$ cat config.mk
export PLATFORM = sky130hd
export DESIGN_NAME = middle_ram_reader_flat
export DESIGN_NICKNAME = d
export VERILOG_FILES = /design/src/rtl/middle_ram_reader_if.sv /design/src/rtl/middle_ram_reader.sv /design/src/flat_wrapper.sv
export SDC_FILE = /design/constraint.sdc
export NUM_CORES = 1
export LEC_CHECK = 0
export CAP_MARGIN = 10
export CORE_UTILIZATION = 45
export CTS_CLUSTER_SIZE = 28
export DETAILED_ROUTE_END_ITERATION = 7
export DONT_BUFFER_PORTS = 1
export PLACE_DENSITY = 0.61
export SLEW_MARGIN = 10
export SYNTH_ARGS = -nofsm -noshare
export SYNTH_HDL_FRONTEND = slang
export SYNTH_SLANG_ARGS = --single-unit
$ cat constraint.sdc
create_clock -name clock -period 2.75 [get_ports clock]
set_clock_uncertainty 0.05 [all_clocks]
set_input_delay 0.275 -clock clock [delete_from_list [all_inputs] [get_ports clock]]
set_output_delay 0.275 -clock clock [all_outputs]
set_load 0.02 [all_outputs]
$ cat src/rtl/middle_ram_reader_if.sv
// Burst-read bus between middle_ram_reader and its RAM / stream sink.
// o_last exists only when MIDDLE_RAM_READER_LAST_EN is defined.
interface middle_ram_reader_if #(
    parameter int ADDR_W = 14,
    parameter int DATA_W = 8
);
    logic              start;
    logic [ADDR_W-1:0] base_addr;
    logic [ADDR_W:0]   length;
    logic [ADDR_W-1:0] rdaddress;
    logic [DATA_W-1:0] q;
    logic [DATA_W-1:0] o_data;
    logic              o_valid;
    logic              o_ready;
    logic              busy;
    logic              done;
`ifdef MIDDLE_RAM_READER_LAST_EN
    logic              o_last;
`endif

    // Stream handshake: a word moves when o_valid && o_ready at a rising edge;
    // once o_valid is high, o_data holds until that transfer happens.
    modport master (
        input  start, base_addr, length, q, o_ready,
        output rdaddress, o_data, o_valid, busy, done
`ifdef MIDDLE_RAM_READER_LAST_EN
        , output o_last
`endif
    );

    modport slave (
        output start, base_addr, length, q, o_ready,
        input  rdaddress, o_data, o_valid, busy, done
`ifdef MIDDLE_RAM_READER_LAST_EN
        , input o_last
`endif
    );
endinterface

$ cat src/rtl/middle_ram_reader.sv
// Burst reader: streams length words from a 1-cycle-latency RAM through a 2-entry FIFO.
// Optional o_last flag on the final word is enabled by MIDDLE_RAM_READER_LAST_EN.
module middle_ram_reader #(
    parameter int ADDR_W = 14,
    parameter int DATA_W = 8
) (
    input  logic                 clock,
    input  logic                 reset,
    middle_ram_reader_if.master  bus,
    output logic [1:0]           o_dbg_state
);
    typedef enum logic [1:0] {
        S_IDLE  = 2'd0,
        S_READ  = 2'd1,
        S_DRAIN = 2'd2
    } state_t;

    state_t            r_state;
    state_t            w_next_state;
    logic [ADDR_W-1:0] r_rdaddress;
    logic [ADDR_W:0]   r_to_issue;
    logic [ADDR_W:0]   r_left;
    logic              r_primed;
    logic              r_inflight;
    logic              r_wptr;
    logic              r_rptr;
    logic              r_done;
    logic [1:0]        r_count;
    logic [DATA_W-1:0] r_fifo [2];

    logic              w_start_go;
    logic              w_start_zero;
    logic              w_xfer;
    logic              w_issue;
    logic              w_done_set;
    logic              w_last_word;
    logic [1:0]        w_occ;

    assign w_xfer       = (r_count != 2'd0) && bus.o_ready;
    assign w_occ        = r_count + {1'b0, r_inflight} - {1'b0, w_xfer};
    assign w_start_go   = (r_state == S_IDLE) && bus.start && (bus.length != '0);
    assign w_start_zero = (r_state == S_IDLE) && bus.start && (bus.length == '0);
    assign w_last_word  = (r_left == (ADDR_W + 1)'(1));
    // The first READ cycle only sets up rdaddress, so the first word lands
    // three edges after start while issue-to-FIFO stays two edges deep.
    assign w_issue      = (r_state == S_READ) && r_primed && (w_occ < 2'd2);

    always_ff @(posedge clock or posedge reset) begin
        if (reset) begin
            r_state <= S_IDLE;
        end else begin
            r_state <= w_next_state;
        end
    end

    always_comb begin
        w_next_state = r_state;
        case (r_state)
            S_IDLE:  if (w_start_go) w_next_state = S_READ;
            S_READ:  if (w_issue && (r_to_issue == (ADDR_W + 1)'(1))) w_next_state = S_DRAIN;
            S_DRAIN: if (w_xfer && w_last_word) w_next_state = S_IDLE;
            default: w_next_state = S_IDLE;
        endcase
    end

    always_comb begin
        w_done_set    = w_start_zero || ((r_state == S_DRAIN) && w_xfer && w_last_word);
        bus.busy      = (r_state != S_IDLE);
        bus.done      = r_done;
        bus.rdaddress = r_rdaddress;
        bus.o_valid   = (r_count != 2'd0);
        bus.o_data    = r_fifo[r_rptr];
`ifdef MIDDLE_RAM_READER_LAST_EN
        bus.o_last    = (r_count != 2'd0) && w_last_word;
`endif
        o_dbg_state   = r_state;
    end

    always_ff @(posedge clock or posedge reset) begin
        if (reset) begin
            r_rdaddress <= '0;
            r_to_issue  <= '0;
            r_left      <= '0;
            r_primed    <= 1'b0;
            r_inflight  <= 1'b0;
            r_wptr      <= 1'b0;
            r_rptr      <= 1'b0;
            r_count     <= 2'd0;
            r_done      <= 1'b0;
            for (int i = 0; i < 2; i++) begin
                r_fifo[i] <= '0;
            end
        end else begin
            r_done     <= w_done_set;
            r_inflight <= w_issue;
            r_primed   <= (r_state == S_READ);
            r_count    <= w_occ;
            if (w_start_go) begin
                r_rdaddress <= bus.base_addr;
                r_to_issue  <= bus.length;
                r_left      <= bus.length;
            end
            if (w_issue) begin
                r_rdaddress <= r_rdaddress + 1'b1;
                r_to_issue  <= r_to_issue - 1'b1;
            end
            // q belongs to the read issued last cycle; it is captured even under backpressure.
            if (r_inflight) begin
                r_fifo[r_wptr] <= bus.q;
                r_wptr         <= ~r_wptr;
            end
            if (w_xfer) begin
                r_rptr <= ~r_rptr;
                r_left <= r_left - 1'b1;
            end
        end
    end
endmodule

$ cat src/flat_wrapper.sv
// flat-port wrapper written by rule: the top's interface ports become plain ports
module middle_ram_reader_flat 
#(
    parameter int ADDR_W = 14,
    parameter int DATA_W = 8
)
  (clock, reset, o_dbg_state, bus_start, bus_base_addr, bus_length, bus_q, bus_o_ready, bus_rdaddress, bus_o_data, bus_o_valid, bus_busy, bus_done);
  middle_ram_reader_if #(.ADDR_W(ADDR_W), .DATA_W(DATA_W)) bus_i ();
  input  logic clock;
  input  logic reset;
  output logic [1:0] o_dbg_state;
  input wire logic [$bits(bus_i.start)-1:0] bus_start;
  input wire logic [$bits(bus_i.base_addr)-1:0] bus_base_addr;
  input wire logic [$bits(bus_i.length)-1:0] bus_length;
  input wire logic [$bits(bus_i.q)-1:0] bus_q;
  input wire logic [$bits(bus_i.o_ready)-1:0] bus_o_ready;
  output wire logic [$bits(bus_i.rdaddress)-1:0] bus_rdaddress;
  output wire logic [$bits(bus_i.o_data)-1:0] bus_o_data;
  output wire logic [$bits(bus_i.o_valid)-1:0] bus_o_valid;
  output wire logic [$bits(bus_i.busy)-1:0] bus_busy;
  output wire logic [$bits(bus_i.done)-1:0] bus_done;
  assign bus_i.start = bus_start;
  assign bus_i.base_addr = bus_base_addr;
  assign bus_i.length = bus_length;
  assign bus_i.q = bus_q;
  assign bus_i.o_ready = bus_o_ready;
  assign bus_rdaddress = bus_i.rdaddress;
  assign bus_o_data = bus_i.o_data;
  assign bus_o_valid = bus_i.o_valid;
  assign bus_busy = bus_i.busy;
  assign bus_done = bus_i.done;
  middle_ram_reader #(.ADDR_W(ADDR_W), .DATA_W(DATA_W)) u_core (.clock(clock), .reset(reset), .bus(bus_i), .o_dbg_state(o_dbg_state));
endmodule
### Word-level counts from Yosys, hierarchy flattened

Cells that the tools add are included.

| cells by class | value |
|---|---|
| mux-type cells | 15 |
| add/subtract/negate cells | 5 |
| bitwise gates (word level) | 4 |
| eq/ne operators | 7 |
| reductions and logical operators | 20 |
| magnitude comparators | 4 |

Operator list:

| cell | number |
|---|---|
| 2-to-1 mux 15 bit | 3 |
| 2-to-1 mux 8 bit | 4 |
| == test 15 x 1 -> 1 bit, second input constant | 2 |
| subtractor 15 x 1 -> 15 bit, second input constant | 2 |
| 2-to-1 mux 14 bit | 2 |
| bitwise mux 16 bit | 1 |
| logical NOT 15 bit | 1 |
| nonzero test 15 bit | 1 |
| adder 14 x 1 -> 14 bit, second input constant | 1 |
| logical AND 1 bit | 11 |
| demux 8 bit (select 1 bit) | 1 |
| nonzero test 2 bit | 4 |
| 2-to-1 mux 2 bit | 3 |
| one-hot mux 2 bit (3 select lines) | 1 |
| >= comparator 2 bit, second input constant | 2 |
| != test 2 x 1 -> 1 bit, second input constant | 2 |
| inverter 1 -> 2 bit | 2 |
| AND reduction 3 bit | 1 |
| adder 2 x 1 -> 2 bit | 1 |
| == test 2 x 1 -> 1 bit, second input constant | 1 |
| == test 2 bit, second input constant | 1 |
| logical NOT 2 bit | 1 |
| less-than comparator 2 x 1 -> 1 bit, second input constant | 1 |
| less-than comparator 2 bit, second input constant | 1 |
| other kinds (4) | 5 |

| storage, ports and cells | value |
|---|---|
| word-level logic and storage cells | 67 |
| register bits after elaboration | 69 |
| input bits | 41 |

### Logic depth before layout (Yosys ltp)

Gate-level depths: netlist (run 1).

| logic depth | value |
|---|---|
| word-level depth | 8 |
| mapped depth | 10 |

### Worst setup path before layout (run 1)

OpenSTA, ideal clock, no wires.

| timing path | value |
|---|---|
| path type | register -> register |
| from | reg u_core.r_count[1] |
| to | reg u_core.r_rdaddress[5] (netlist: u_core.bus.rdaddress[5]) |
| period minus slack after synthesis | 2.459 ns |
| cell stages (with the launch flop) | 10 |
| required time | 2.574 ns |
| data arrival time | 2.283 ns |
| path buffers | 1 |
| setup slack | 0.291 ns |
| cell sequence | dfrtp_1 -> o21a_1 -> clkbuf_1 -> xor2_1 -> ha_1 -> and3_1 -> mux2i_2 -> inv_2 -> mux2_1 -> a221o_1 |

| on the way | value |
|---|---|
| longest elaborated chain between the ends | 6 |
| elaborated cells on any way between the ends | 8 |
| those cells by class | 2 x add/sub; 1 x order compare; 1 x mux; 4 x reduce/logical |

Ends and longest elaborated chain:

| item | line | RTL |
|---|---|---|
| from (decl) | middle_ram_reader.sv:28 | `logic [1:0] r_count;` |
| from (signal assigned) | middle_ram_reader.sv:97 | `r_count <= w_occ;` |
| parallel branches: the longest is 2 deep, another holds adder 2 x 1 -> 2 bit | -- |  |
| subtractor 2 x 1 -> 2 bit (*) | middle_ram_reader.sv:40 | `assign w_occ = r_count + {1'b0, r_inflight} - {1'b0, w_xfer};` |
| less-than comparator 2 bit (*) | middle_ram_reader.sv:46 | `assign w_issue = (r_state == S_READ) && r_primed && (w_occ < 2'd2);` |
| logical AND 1 bit (*) | middle_ram_reader.sv:46 |  |
| 2-to-1 mux 14 bit / nonzero test 2 bit (equally long branches) | -- |  |
| to (signal assigned) | middle_ram_reader.sv:99 | `r_rdaddress <= bus.base_addr;` |
| to (signal assigned) | middle_ram_reader.sv:104 | `r_rdaddress <= r_rdaddress + 1'b1;` |
| to (decl) | middle_ram_reader.sv:20 | `logic [ADDR_W-1:0] r_rdaddress;` |

Mark *: on every way between the ends.
A chain may end at the register's enable or synchronous reset.

### Final worst setup path (run 1)

Same ends and word-level chain as after synthesis.

==> results of run 1 <==
-- metal layers --
metal,vias to the layer above,wire (um)
met5,-,0
met4,0,163
met3,21,713
met2,117,4280
met1,1522,4300
li1,1465,-
-- final cells by class --
cell class                      instances  area (um^2)
Inverter                               18         67.6
Clock buffer                            9          124
Fill cell                             765         3990
Tap cell                              105          131
Timing Repair Buffer                   21          165
Sequential cell                        69         1730
Clock inverter                          7         97.6
Multi-Input combinational cell        269         1920
-- worst register-to-register path: stages (launching register included) --
cell	delay (ns)
dfrtp_1	0.41
o21a_1	0.22
xor2_1	0.15
ha_1	0.22
nor3b_1	0.23
mux2i_2	0.12
inv_2	0.30
mux2_1	0.37
a221o_1	0.29
-- cell families after synthesis --
family | count (synthesis) | synth area share, %
AOI/OAI and AO/OA | 84 | 17.4
xor gates and xnor gates | 4 | 0.919
adders and majority gates | 6 | 1.97
buffers and inverters | 38 | 4.46
DFF | 69 | 45.3
muxes | 39 | 11.2
and+or+nand+nor | 136 | 18.7
-- power by group --
| group | switching, mW | internal [mW] |
|---|---|---|
| sequential | 0.00240 | 1.02 |
| clock | 0.414 | 0.513 |
| combinational | 0.0245 | 0.0114 |
-- registers in the layout, indices dropped and copies added, names as in the netlist --
name	flops
u_core.r_to_issue	15
u_core.o_dbg_state	2
u_core.r_count	2
u_core.bus.done	1
u_core.r_inflight	1
u_core.r_primed	1
u_core.r_rptr	1
u_core.r_fifo	16
u_core.r_left	15
u_core.r_wptr	1
u_core.bus.rdaddress	14
-- worst max path at each step --
stage	to	depth (start not counted)	slack, ns
after detailed placement	u_core.bus.rdaddress[5]	8	0.28
after CTS	u_core.bus.rdaddress[5]	8	0.27
after global placement	u_core.bus.rdaddress[5]	8	0.36
after floorplan	u_core.bus.rdaddress[5]	9	0.29
after global routing	u_core.bus.rdaddress[5]	8	0.16
final	u_core.bus.rdaddress[5]	8	0.27
-- cell usage in the layout, fill, tap and decap left out, types with 6 or more instances in the layout --
cell and count:
dfrtp_1 69, nand2_1 29, mux2_2 26, nor2_1 26
a221o_1 20, buf_4 18, inv_1 16, nor3_1 16
a21oi_1 12, nor4_1 11, mux2i_1 11, o21ai_0 11
nand3_1 10, clkbuf_8 9, nand4_1 7, nor3b_1 7
or3_1 6, and3_1 6, ha_1 6
-- cell usage after synthesis, types with 3 or more instances --
| cell | instances |
|---|---|
| nor3b_1 | 7 |
| a21oi_1 | 12 |
| a211oi_1 | 4 |
| o221a_2 | 3 |
| nand4_1 | 7 |
| a221o_1 | 20 |
| o311ai_0 | 3 |
| nor3_1 | 16 |
| or3_1 | 6 |
| nor2_1 | 27 |
| a32oi_1 | 3 |
| and3_1 | 6 |
| clkbuf_1 | 10 |
| o21a_1 | 3 |
| nand2_1 | 29 |
| nor4_1 | 11 |
| ha_1 | 6 |
| o21ai_0 | 11 |
| or4_1 | 3 |
| inv_1 | 17 |
| mux2_2 | 26 |
| mux2i_1 | 11 |
| buf_2 | 7 |
| xor2_1 | 3 |
| dfrtp_1 | 69 |
| o32ai_1 | 5 |
| nor2b_1 | 3 |
| nand3_1 | 10 |
-- per-stage QoR --
| stage | setup WS [ns] | area, um^2 | total power [mW] | utilization [%] | std cells |
|---|---|---|---|---|---|
| finish | 0.272 | 4230 | 1.99 | 51.5 | 498 |
| global route | 0.155 | 4230 | 2.06 | 51.5 | 498 |
| floorplan | 0.291 | 3810 | 1.06 | - | 376 |
| detailed placement | 0.279 | 3980 | 1.08 | 48.4 | 479 |
| CTS | 0.270 | 4220 | 2.01 | 51.4 | 497 |
| global placement | 0.360 | 3980 | 1.07 | 48.4 | 479 |
==> results.md, run 1 <==
- The largest single stage delay on the critical path is 0.41 ns.
- The clock tree synthesis step divided the H-tree into 3 levels.
- Measured against its own limit, the worst slew margin works out to 50.7%.
- The number of global-route vias before repair is around 3100.
- TritonCTS created 9 clock buffers.
- The initial standard-cell utilization of the core is around 46%.
- Summed over all failing endpoints, the final setup total negative slack is 0 ns.
- The initial antenna violation count is 0.
- The final-report hold violation count was 0.
- The flow ran to the end, and the final reports show no timing, DRC or antenna violations.
- In this run the static leakage power is 1.89 nW.
- The iteration-0 DRC count of the detailed router is 261.
- The number of instances resized during post-cts repair is 0.
- The net count of the finished layout is 435.
- In this run the most used layer during global routing was met2.
- After legalization and detailed placement, the total HPWL measured 6800 um.
- The first global-routing pass estimated 15300 um of wire.
- After floorplanning, the core was divided into 33 placement rows.
- In the global route stage, met2 resource usage came out at 33.3%.
- The type of the setup path with the least slack is flip-flop to flip-flop.
- The number of nets still failing antenna checks after routing is 0.
- The synthesis-to-layout area growth is 11.0%.
- The transition time at the pin with the least slew margin is 0.738 ns.
- The unique cell type count in the Yosys netlist is 57.
- The clock net sink count is 69.
- The share of the clock period used by the worst path is 90.1%.
- On the critical path, the stage with the largest delay is an instance of dfrtp_1.
- The mapped netlist covers roughly 3800 um^2.
- The critical path starts at u_core.r_count[1].
- The maximum vdd drop is approximately 210 uV.
- The startpoint identified for the worst hold timing path is bus_length[2].
- The floorplan step defined a core boundary enclosing 8220 um^2.
- Counting instances, the worst hold path has a depth of 1.
- The post-synthesis net count is around 420.
- Measured along the x axis, the die boundary spans around 94 um.
- The number of flops mapped to enable cells by yosys is 0.
- The power per cell area is roughly 470 nW/um^2.
- The instance count of the mapped netlist is 376.
- After clock tree synthesis, the setup repair step added 0 buffers.
- The destination of the worst register-to-register timing path is u_core.bus.rdaddress[5].
- In the synthesized netlist the dominant register cell turns out to be dfrtp_1.
- The setup check on the worst reg-to-reg path leaves a slack of 0.27 ns.
- Measured in cells, the most critical reg-to-reg path has a length of 8.
- The final setup violation count is 0.
- For this run, global-route usage on met1 was measured as 31.1%.
- The fraction of layout instances using a drive strength above 1 is 18.1%.
- Entering global routing, the biggest net connects 32 pins.
- The number of violations of the max-capacitance limit is 0.
- The CTS tree is yes.
- For this run, design rule violations remaining after detail routing come to 0.
- Summed over its instances, the top area cell type makes up 45.3% of the synthesized netlist area.
- The number of hold buffers added after CTS was 2.
- The classification of the worst-slack hold path is input port to flip-flop.
- In this run the vertical extent of the chip is 94.0 um.
- The signal on the critical path passes through o21a_1 -> xor2_1 -> ha_1 -> nor3b_1 -> mux2i_2 -> inv_2 -> mux2_1 -> a221o_1.
- The number of pins exceeding their max-slew limit in the final report is 0.
- Of all nets on the critical path, the largest fanout is 18.
- For this run, global-route usage on met3 was measured as 5.99%.
- The register bit total from synthesis is about 70.
- The largest area contributor in the netlist is dfrtp_1.
- The startpoint identified for the worst register-to-register timing path is u_core.r_count[1].
- Static timing analysis puts the maximum clock frequency at between 0.4 and 0.5 GHz.
- Hold is met by 0.0219 ns.
- The minimum clock period after layout is 2.48 ns.
- The warning count from the yosys run is 0.
- The detailed router placed between 3000 and 4000 vias in this run.
- After clock tree synthesis, the clock-pin slew on the worst setup and hold paths is about 0.080 ns.
- The routed wire length is 9460 um.
- At the worst endpoint, the arrival time is between 2 and 3 ns.
- The async set-or-reset flop fraction in the synthesized netlist is 100%.
- The number of antenna diodes is 0.
- The part of the Yosys area used for sequential elements is approximately 45%.
- The ratio of routed vias to standard cells is 6.28.
- The longest clock path from root to sink contains 2 buffers.
- The mean cell area of the mapped netlist is around 10 um^2.
- Setup repair after global routing left no endpoint under its margin.
- During I/O placement, the number of pins put on the boundary was 68.
- Dividing the detail-routed wire length by the instance count gives 19.0 um.
- On the critical path the largest part of the delay comes from compound AO/OA/AOI/OAI gates.
- The endpoint class of the critical path is a flip-flop.
- The root buffer cell is clkbuf_8.
- The die covers 8840 um^2.
- The later-pin clock latency in the skew report is roughly 0.34 ns.
- During placement, the flow inserted port buffers numbering 0.
- Data on the critical path is required at its endpoint by 2.92 ns.
- STA classifies the critical path startpoint as a flip-flop.
- The number of optimization iterations in the first detailed-route pass is 5.
- The total overflow left after global routing is 0.
- The global router's overall resource usage is 22.6%.
- At the end of routability-driven placement, the weighted congestion stood at 0.844.
- For hold timing, the worst endpoint is u_core.r_left[2].
- Together, buffers and inverters on the worst path number 1.
- Ranked by total cell area, the synthesized netlist is headed by dfrtp_1 45%, mux2_2 7.7%, a221o_1 5.3%, mux2i_1 2.9%, nand2_1 2.9%.
No activity file was read; power rests on OpenSTA's default activity.
==> run 2: changes to the inputs <==
- PLACE_DENSITY: 0.61 -> 0.63
- clock period: 2.75 -> 2.25 ns (I/O delays scaled with it)
==> run 2 against run 1 <==
Clock power increased by 9.9%. Global-route usage rose by 1.5 points. Routed wire length is 7.7% higher. Critical path depth did not move. Sequential power is 23% higher. Via count up 5.8%. Non-clock buffer count increased by 36. Final cell count is 7.2% higher. Register-to-register slack got worse by 0.25 ns. Sequential cell count is the same. Critical path type unchanged.
==> results.md, run 2 (synthesis results as in run 1) <==
- The fraction of the core area covered by cells at the end of the flow was 56.8% (+5.3 points).
- The number of global-route vias before repair was 3234 (+5.2%).
- The overall die width came to 94.0 um (unchanged).
- STA classifies the critical path startpoint as a flip-flop.
- The worst-case clock buffer depth is 2 (unchanged).
- The library cell used most frequently in the layout, excluding fill and tap cells, is dfrtp_1.
- The net count of the finished layout is 471 (+8.3%).
- The number of nets still failing antenna checks after routing came to 0 (unchanged).
- The routed length per placed instance is 19.1 um (+0.48%).
- The ratio of routed vias to standard cells was 6.19 (-1.4%).
- The number of optimization iterations in the first detailed-route pass is 4 (-1).
- The largest delay contributor family on the critical path is multiplexers.
- The initial antenna violation count is 0 (unchanged).
- The critical path is of the flip-flop to flip-flop type.
- The initial standard-cell utilization of the core is 46.4% (unchanged).
- The later-pin clock latency in the skew report is 0.34 ns (about the same).
- The largest registers in the layout are u_core.r_fifo (16), u_core.r_left (15), u_core.r_to_issue (15).
- The maximum vdd drop came to 287 uV (+36%).
- The total congestion overflow came to 0 (unchanged).
- The wire length the detailed router placed on met1 came to 4460 um (+3.8%).
- The tightest min-delay check is of the input port to flip-flop type.
- The run finished with clean final reports.
- Ranked by flip-flop count, first place goes to u_core.r_fifo.
- The filler-free cell count of the finished design is 534 (+7.2%).
- The total of fill cells in the finished design is 725 (-5.2%).
- The share of the clock period used by the worst path was 99.2% (+9.1 points).
- The sum of buffers and inverters on the critical path is 1 (unchanged).
- The number of pins exceeding their max-slew limit in the final report is 0 (unchanged).
- The transition time at the pin with the least slew margin came to 0.502 ns (-0.236 ns).
- The minimum clock period after layout is 2.23 ns (-0.246 ns).
- The global router's overall resource usage was 24.1% (+1.5 points).
- The achievable clock frequency is 0.448 GHz (+11%).
- The slowest stage of the critical path belongs to the cell dfrtp_1.
- The data arrival at the endpoint of the critical path was 2.42 ns (-0.23 ns).
- The static leakage was 2.06 nW (+8.7%).
- The met3 wirelength from detailed routing is 619 um (-13%).
- The final-report hold violation count came to 0 (unchanged).
- Walking the worst path, the cells encountered are o21a_1 -> xor2_1 -> ha_2 -> and3_4 -> mux2i_4 -> inv_4 -> mux2_4 -> a221o_1.
- The first-pass GRT wire length is 16200 um (+6.1%).
- The core region area is 8220 um^2 (unchanged).
- The endpoint required time on the critical path is 2.43 ns (-0.49 ns).
- The routed wire length came to 10200 um (+7.7%).
- The sum of met2 wire segment lengths after detailed routing is 4830 um (+13%).
- The endpoint class of the critical path is a flip-flop.
- Compared with the post-synthesis result, the final layout area differs by 22.4%.
- The uppermost layer routed is met4.
- The number of remaining DRC errors came to 0 (unchanged).
- Leaving out fill and tap cells, the most frequent cells in the layout are 69 x dfrtp_1, 32 x dlygate4sd3_1, 29 x nand2_1.
- The longest individual stage delay on the worst path came to 0.39 ns (-0.02 ns).
- The headroom to the max-slew limit is 66.3% (+16 points).
- The CTS tree is yes.
- The number of buffer cells added on primary ports was 0 (unchanged).
- The count of pins on the block boundary came to 68 (unchanged).
- The clock edge transition at the registers on the reported setup and hold paths came to 0.08 ns (about the same).
- The final HPWL from detailed placement is 6770 um (-0.41%).
- The total via count after detailed routing is 3305 (+5.8%).
- The die outline area is 8840 um^2 (unchanged).
- The site row count was 33 (unchanged).
- The number of levels in the clock H-tree is 3 (unchanged).
- The final setup violation count was 0 (unchanged).
- The largest driver fanout on the critical path was 6 (-12).
- The pin count of the biggest net entering global routing was 51 (+59%).
- The number of violations of the max-capacitance limit was 0 (unchanged).
- The number of antenna diodes is 0 (unchanged).
- The TritonCTS buffer count is 9 (unchanged).
- The total power is 2.36 mW (+19%).
- The routability congestion estimate from global placement is 0.814 (-3.6%).
- The root buffer cell is clkbuf_8.
- Setup repair after global routing could not meet its margin everywhere.
- The power per cell area came to 506 nW/um^2 (+7.8%).
- The iteration-0 DRC count of the detailed router is 215 (-18%).
- The fraction of layout instances using a drive strength above 1 is 20.7% (+2.7 points).
- The cell count after placement came to 484 (+1.0%).
- The die boundary height is 94.0 um (unchanged).
- The clock net sink count is 69 (unchanged).
- The flip-flop count of the largest register after layout came to 16 (unchanged).
## run 2: cell count changes in the layout (fill, tap and decap cells not counted), sizes merged
| cell | delta |
|---|---|
| bufinv | -1 |
| dlygate4sd3 | +29 |
| buf | +7 |
| inv | -1 |
| clkinvlp | +1 |
| clkbuf | +1 |
## run 2: metal layers
layer	up-vias	global-route usage, %
met5	-	0
met4	0	11.3
met3	20	5.02
met2	120	38.2
met1	1629	31.4
li1	1536	-
## run 2: stage by stage
stage	setup slack (ns)	cell area (um^2)	setup TNS [ns]	hold WS (ns)
after floorplan	-0.0441	3860	-0.132	0.291
after global placement	0.0501	4090	0	0.0776
after detailed placement	-0.0204	4090	-0.0421	0.0871
after CTS	0.00928	4620	0	0.00329
after global routing	-0.103	4670	-0.697	0.0100
final	0.0177	4670	0	0.0114
## run 2: area by class of cell
cell class | count | area [um^2] | area share (%)
clock inverters | 6 | 62.6 | 1.34
flip-flops and latches | 69 | 1730 | 37.0
multi-input cells | 269 | 1980 | 42.5
inverters | 18 | 70.1 | 1.50
repair buffers | 57 | 553 | 11.9
well taps | 105 | 131 | 2.82
clock buffers | 10 | 138 | 2.95
## run 2: worst paths after layout
| path | cells after the start | from | slack (ns) | end |
|---|---|---|---|---|
| worst max register to register | 8 | u_core.r_count[1] | 0.02 | u_core.bus.rdaddress[5] |
| worst min register to register | 1 | u_core.r_left[8] | 0.45 | u_core.r_left[8] |
| worst min-delay path | 2 | bus_base_addr[12] | 0.01 | u_core.bus.rdaddress[12] |
| min in group asynchronous | 2 | reset | 0.28 | u_core.r_fifo[4] |
| max in group asynchronous | 3 | reset | 1.23 | u_core.r_primed |
| worst max-delay path | 8 | u_core.r_count[1] | 0.02 | u_core.bus.rdaddress[5] |
## run 2: repair_timing
action | CTS | global route
gates resized for setup | 2 | 8
setup buffers | 1 | 1
endpoints found under the setup margin | 7 | 20
hold buffers | 32 | 0
hold endpoints to repair | 65 | 0
pin swaps | 1 | 5
## run 2: where the power goes
| group | leakage (nW) | internal [mW] | total, mW | switching [mW] |
|---|---|---|---|---|
| registers | 0.899 | 1.25 | 1.25 | 0.00308 |
| clock network | 0.0943 | 0.538 | 1.02 | 0.481 |
| logic | 1.06 | 0.0491 | 0.0938 | 0.0448 |
| total | 2.06 | 1.83 | 2.36 | 0.529 |
==> run 3: changes to the inputs <==
- CELL_PAD_IN_SITES_DETAIL_PLACEMENT: default -> 0
- CELL_PAD_IN_SITES_GLOBAL_PLACEMENT: default -> 1
- CORE_UTILIZATION: 45 -> 44
- PLACE_DENSITY: 0.63 -> 0.76
==> run 3 against run 2 <==
Via count rose by 1.1%. Utilization increased by 0.91 points. Sequential share of layout area fell by 0.95 points. Fmax is 0.52% higher. Routed wire length is 2.7% lower. Sequential power hardly changed. Combinational power rose by 2%. Critical path depth is 1 higher.
==> results.md, run 3 (synthesis results as in run 1) <==
- The startpoint class of the critical path is a flip-flop.
- The iteration-0 DRC count of the detailed router is 208 (-3.3%).
- The number of buffer cells added on primary ports is 0 (unchanged).
- The first-pass GRT wire length came to 16200 um (-0.47%).
- The endpoint class of the critical path is a flip-flop.
- The register ranked first by flip-flop count is u_core.r_fifo.
- The minimum clock period after layout came to 2.22 ns (-0.0115 ns).
- The flow ran to the end, and the final reports show no timing, DRC or antenna violations.
- The static leakage is 2.13 nW (+3.3%).
- The flip-flop count of the largest register after layout is 16 (unchanged).
- The clock edge transition at the registers on the reported setup and hold paths is 0.08 ns (about the same).
- The count of pins on the block boundary is 68 (unchanged).
- The clock net sink count was 69 (unchanged).
- The final hold slack is 0.0308 ns (+0.0194 ns).
- The number of optimization iterations in the first detailed-route pass is 5 (+1).
- The die boundary height is 95.1 um (+1.1%).
- The routed wire length is 9910 um (-2.7%).
- The global router's overall resource usage is 23.3% (-0.80 points).
- The setup slack at placement is 0.000620 ns (+0.0210 ns).
- The largest driver fanout on the critical path is 16 (+10).
- The largest registers in the layout are u_core.r_fifo (16), u_core.r_left (15), u_core.r_to_issue (15).
- The fraction of layout instances using a drive strength above 1 came to 22.6% (+1.8 points).
- The area of combinational cells with multiple inputs is 1980 um^2 (-0.13%).
- The post-route cell area is 4790 um^2 (+2.6%).
- The headroom to the max-slew limit is 69.3% (+3.0 points).
- The number of nets still failing antenna checks after routing is 0 (unchanged).
- The sequential cell area in the final layout came to 1730 um^2 (unchanged).
- The number of levels in the clock H-tree is 3 (unchanged).
- The routability congestion estimate from global placement is 0.803 (-1.3%).
- The path class of the tightest hold or removal check is input port to flip-flop.
- The initial standard-cell utilization of the core was 45.9% (-0.46 points).
- The site row count is 33 (unchanged).
- The CTS tree is yes.
- The net count of the finished layout is 485 (+3.0%).
- The core region area is 8300 um^2 (+1.0%).
- Setup repair after global routing could not meet its margin everywhere.
- The power per cell area is 520 nW/um^2 (+2.6%).
- The overall die width came to 95.1 um (+1.1%).
- The most common cell after layout, fill and taps aside is dfrtp_1.
- The die outline area is 9040 um^2 (+2.2%).
- Relative to the synthesized area, the layout overhead comes to 25.6%.
- The type of the setup path with the least slack is flip-flop to flip-flop.
- The data arrival at the endpoint of the critical path is 2.40 ns (-0.02 ns).
- The final-report hold violation count is 0 (unchanged).
- The routed length per placed instance is 18.1 um (-5.2%).
- The transition time at the pin with the least slew margin is 0.457 ns (-0.0454 ns).
- The later-pin clock latency in the skew report is 0.34 ns (about the same).
- The final setup violation count is 0 (unchanged).
- The final-layout setup total negative slack is 0 ns (unchanged).
- The number of violations of the max-capacitance limit is 0 (unchanged).
- The total congestion overflow is 0 (unchanged).
- The number of remaining DRC errors is 0 (unchanged).
- The pin count of the biggest net entering global routing is 70 (+37%).
- The top cell types in the final layout, fill and taps aside, are 69 x dfrtp_1, 34 x dlygate4sd3_1, 33 x buf_4.
- The maximum vdd drop came to 280 uV (-2.5%).
- The number of pins exceeding their max-slew limit in the final report was 0 (unchanged).
- The number of antenna diodes came to 0 (unchanged).
- The worst setup margin is 0.0292 ns (+0.0115 ns).
- The post-placement cell area is 4140 um^2 (+1.2%).
- The endpoint required time on the critical path is 2.42 ns (about the same).
- The total via count after detailed routing is 3342 (+1.1%).
- The initial antenna violation count came to 0 (unchanged).
- The final HPWL from detailed placement is 6740 um (-0.43%).
- The ratio of routed vias to standard cells came to 6.10 (-1.5%).
- The achievable clock frequency is 0.450 GHz (+0.52%).
- The number of global-route vias before repair is 3284 (+1.5%).
- The worst-case clock buffer depth is 2 (unchanged).
- The total of fill cells in the finished design came to 710 (-2.1%).
- The TritonCTS buffer count is 9 (unchanged).
- The share of the clock period used by the worst path is 98.7% (-0.51 points).
- The root buffer cell is clkbuf_8.
## run 3: cell types whose count changed in the layout (fill, tap and decap cells not counted), moves of 2 or more
cell,delta
buf_4,+13
clkinv_2,-2
dlygate4sd3_1,+2
clkinv_4,+2
## run 3: worst max-delay path: stages, from the launching register on
cell and delay [ns]:
dfrtp_1 0.39, o21a_1 0.19, xor2_1 0.14, ha_2 0.21, and3_4 0.18, mux2i_4 0.22
buf_6 0.22, buf_4 0.16, nor3_1 0.05, a221o_1 0.28
## run 3: where the power goes
group / leakage [nW] / switching, mW / internal [mW] / total (mW)
sequential: 0.899 / 0.00332 / 1.25 / 1.25
combinational: 1.13 / 0.0443 / 0.0514 / 0.0957
clock: 0.102 / 0.516 / 0.627 / 1.14
total: 2.13 / 0.563 / 1.92 / 2.49
## run 3: metrics by stage
stage                     utilization [%]  cells  power, mW
after floorplan                         -    376       1.30
after global placement               49.8    492       1.32
after detailed placement             49.8    492       1.32
after CTS                            56.8    543       2.52
after global routing                 57.7    548       2.59
final                                57.7    548       2.49
## run 3: routing by layer
metal	global-route usage, %	share of wire [%]	vias up
met2	37.7	48	98
met3	5.10	5.5	11
met1	31.2	45	1668
li1	-	-	1565
met4	6.44	1.3	0
met5	0	0	-
## run 3: layout make-up
cell class                      count  area share (%)
Sequential cell                    69            36.1
Clock buffer                        9            2.59
Timing Repair Buffer               71            13.7
Clock inverter                      7            2.09
Tap cell                          105            2.74
Inverter                           18            1.46
Multi-Input combinational cell    269            41.4
## run 3: timing repair
action                                  CTS  global route
pin swaps                                 0             1
hold buffers                             33             1
setup buffers                             2             4
endpoints found under the setup margin    6            18
hold endpoints to repair                116             1
resized for setup                         2             8
## run 3: path summary, 6_finish.rpt
kind                                   start                  endpoint  slack (ns)  cells past startpoint
min in group asynchronous              reset  u_core.bus.rdaddress[11]        0.36                      3
max in group asynchronous              reset      u_core.r_to_issue[5]        1.49                      3
hold reg to reg                u_core.r_wptr             u_core.r_wptr        0.45                      1
setup / recovery           u_core.r_count[1]      u_core.r_to_issue[3]        0.03                      9
setup reg to reg           u_core.r_count[1]      u_core.r_to_issue[3]        0.03                      9
hold / removal                bus_length[12]     u_core.r_to_issue[12]        0.03                      2
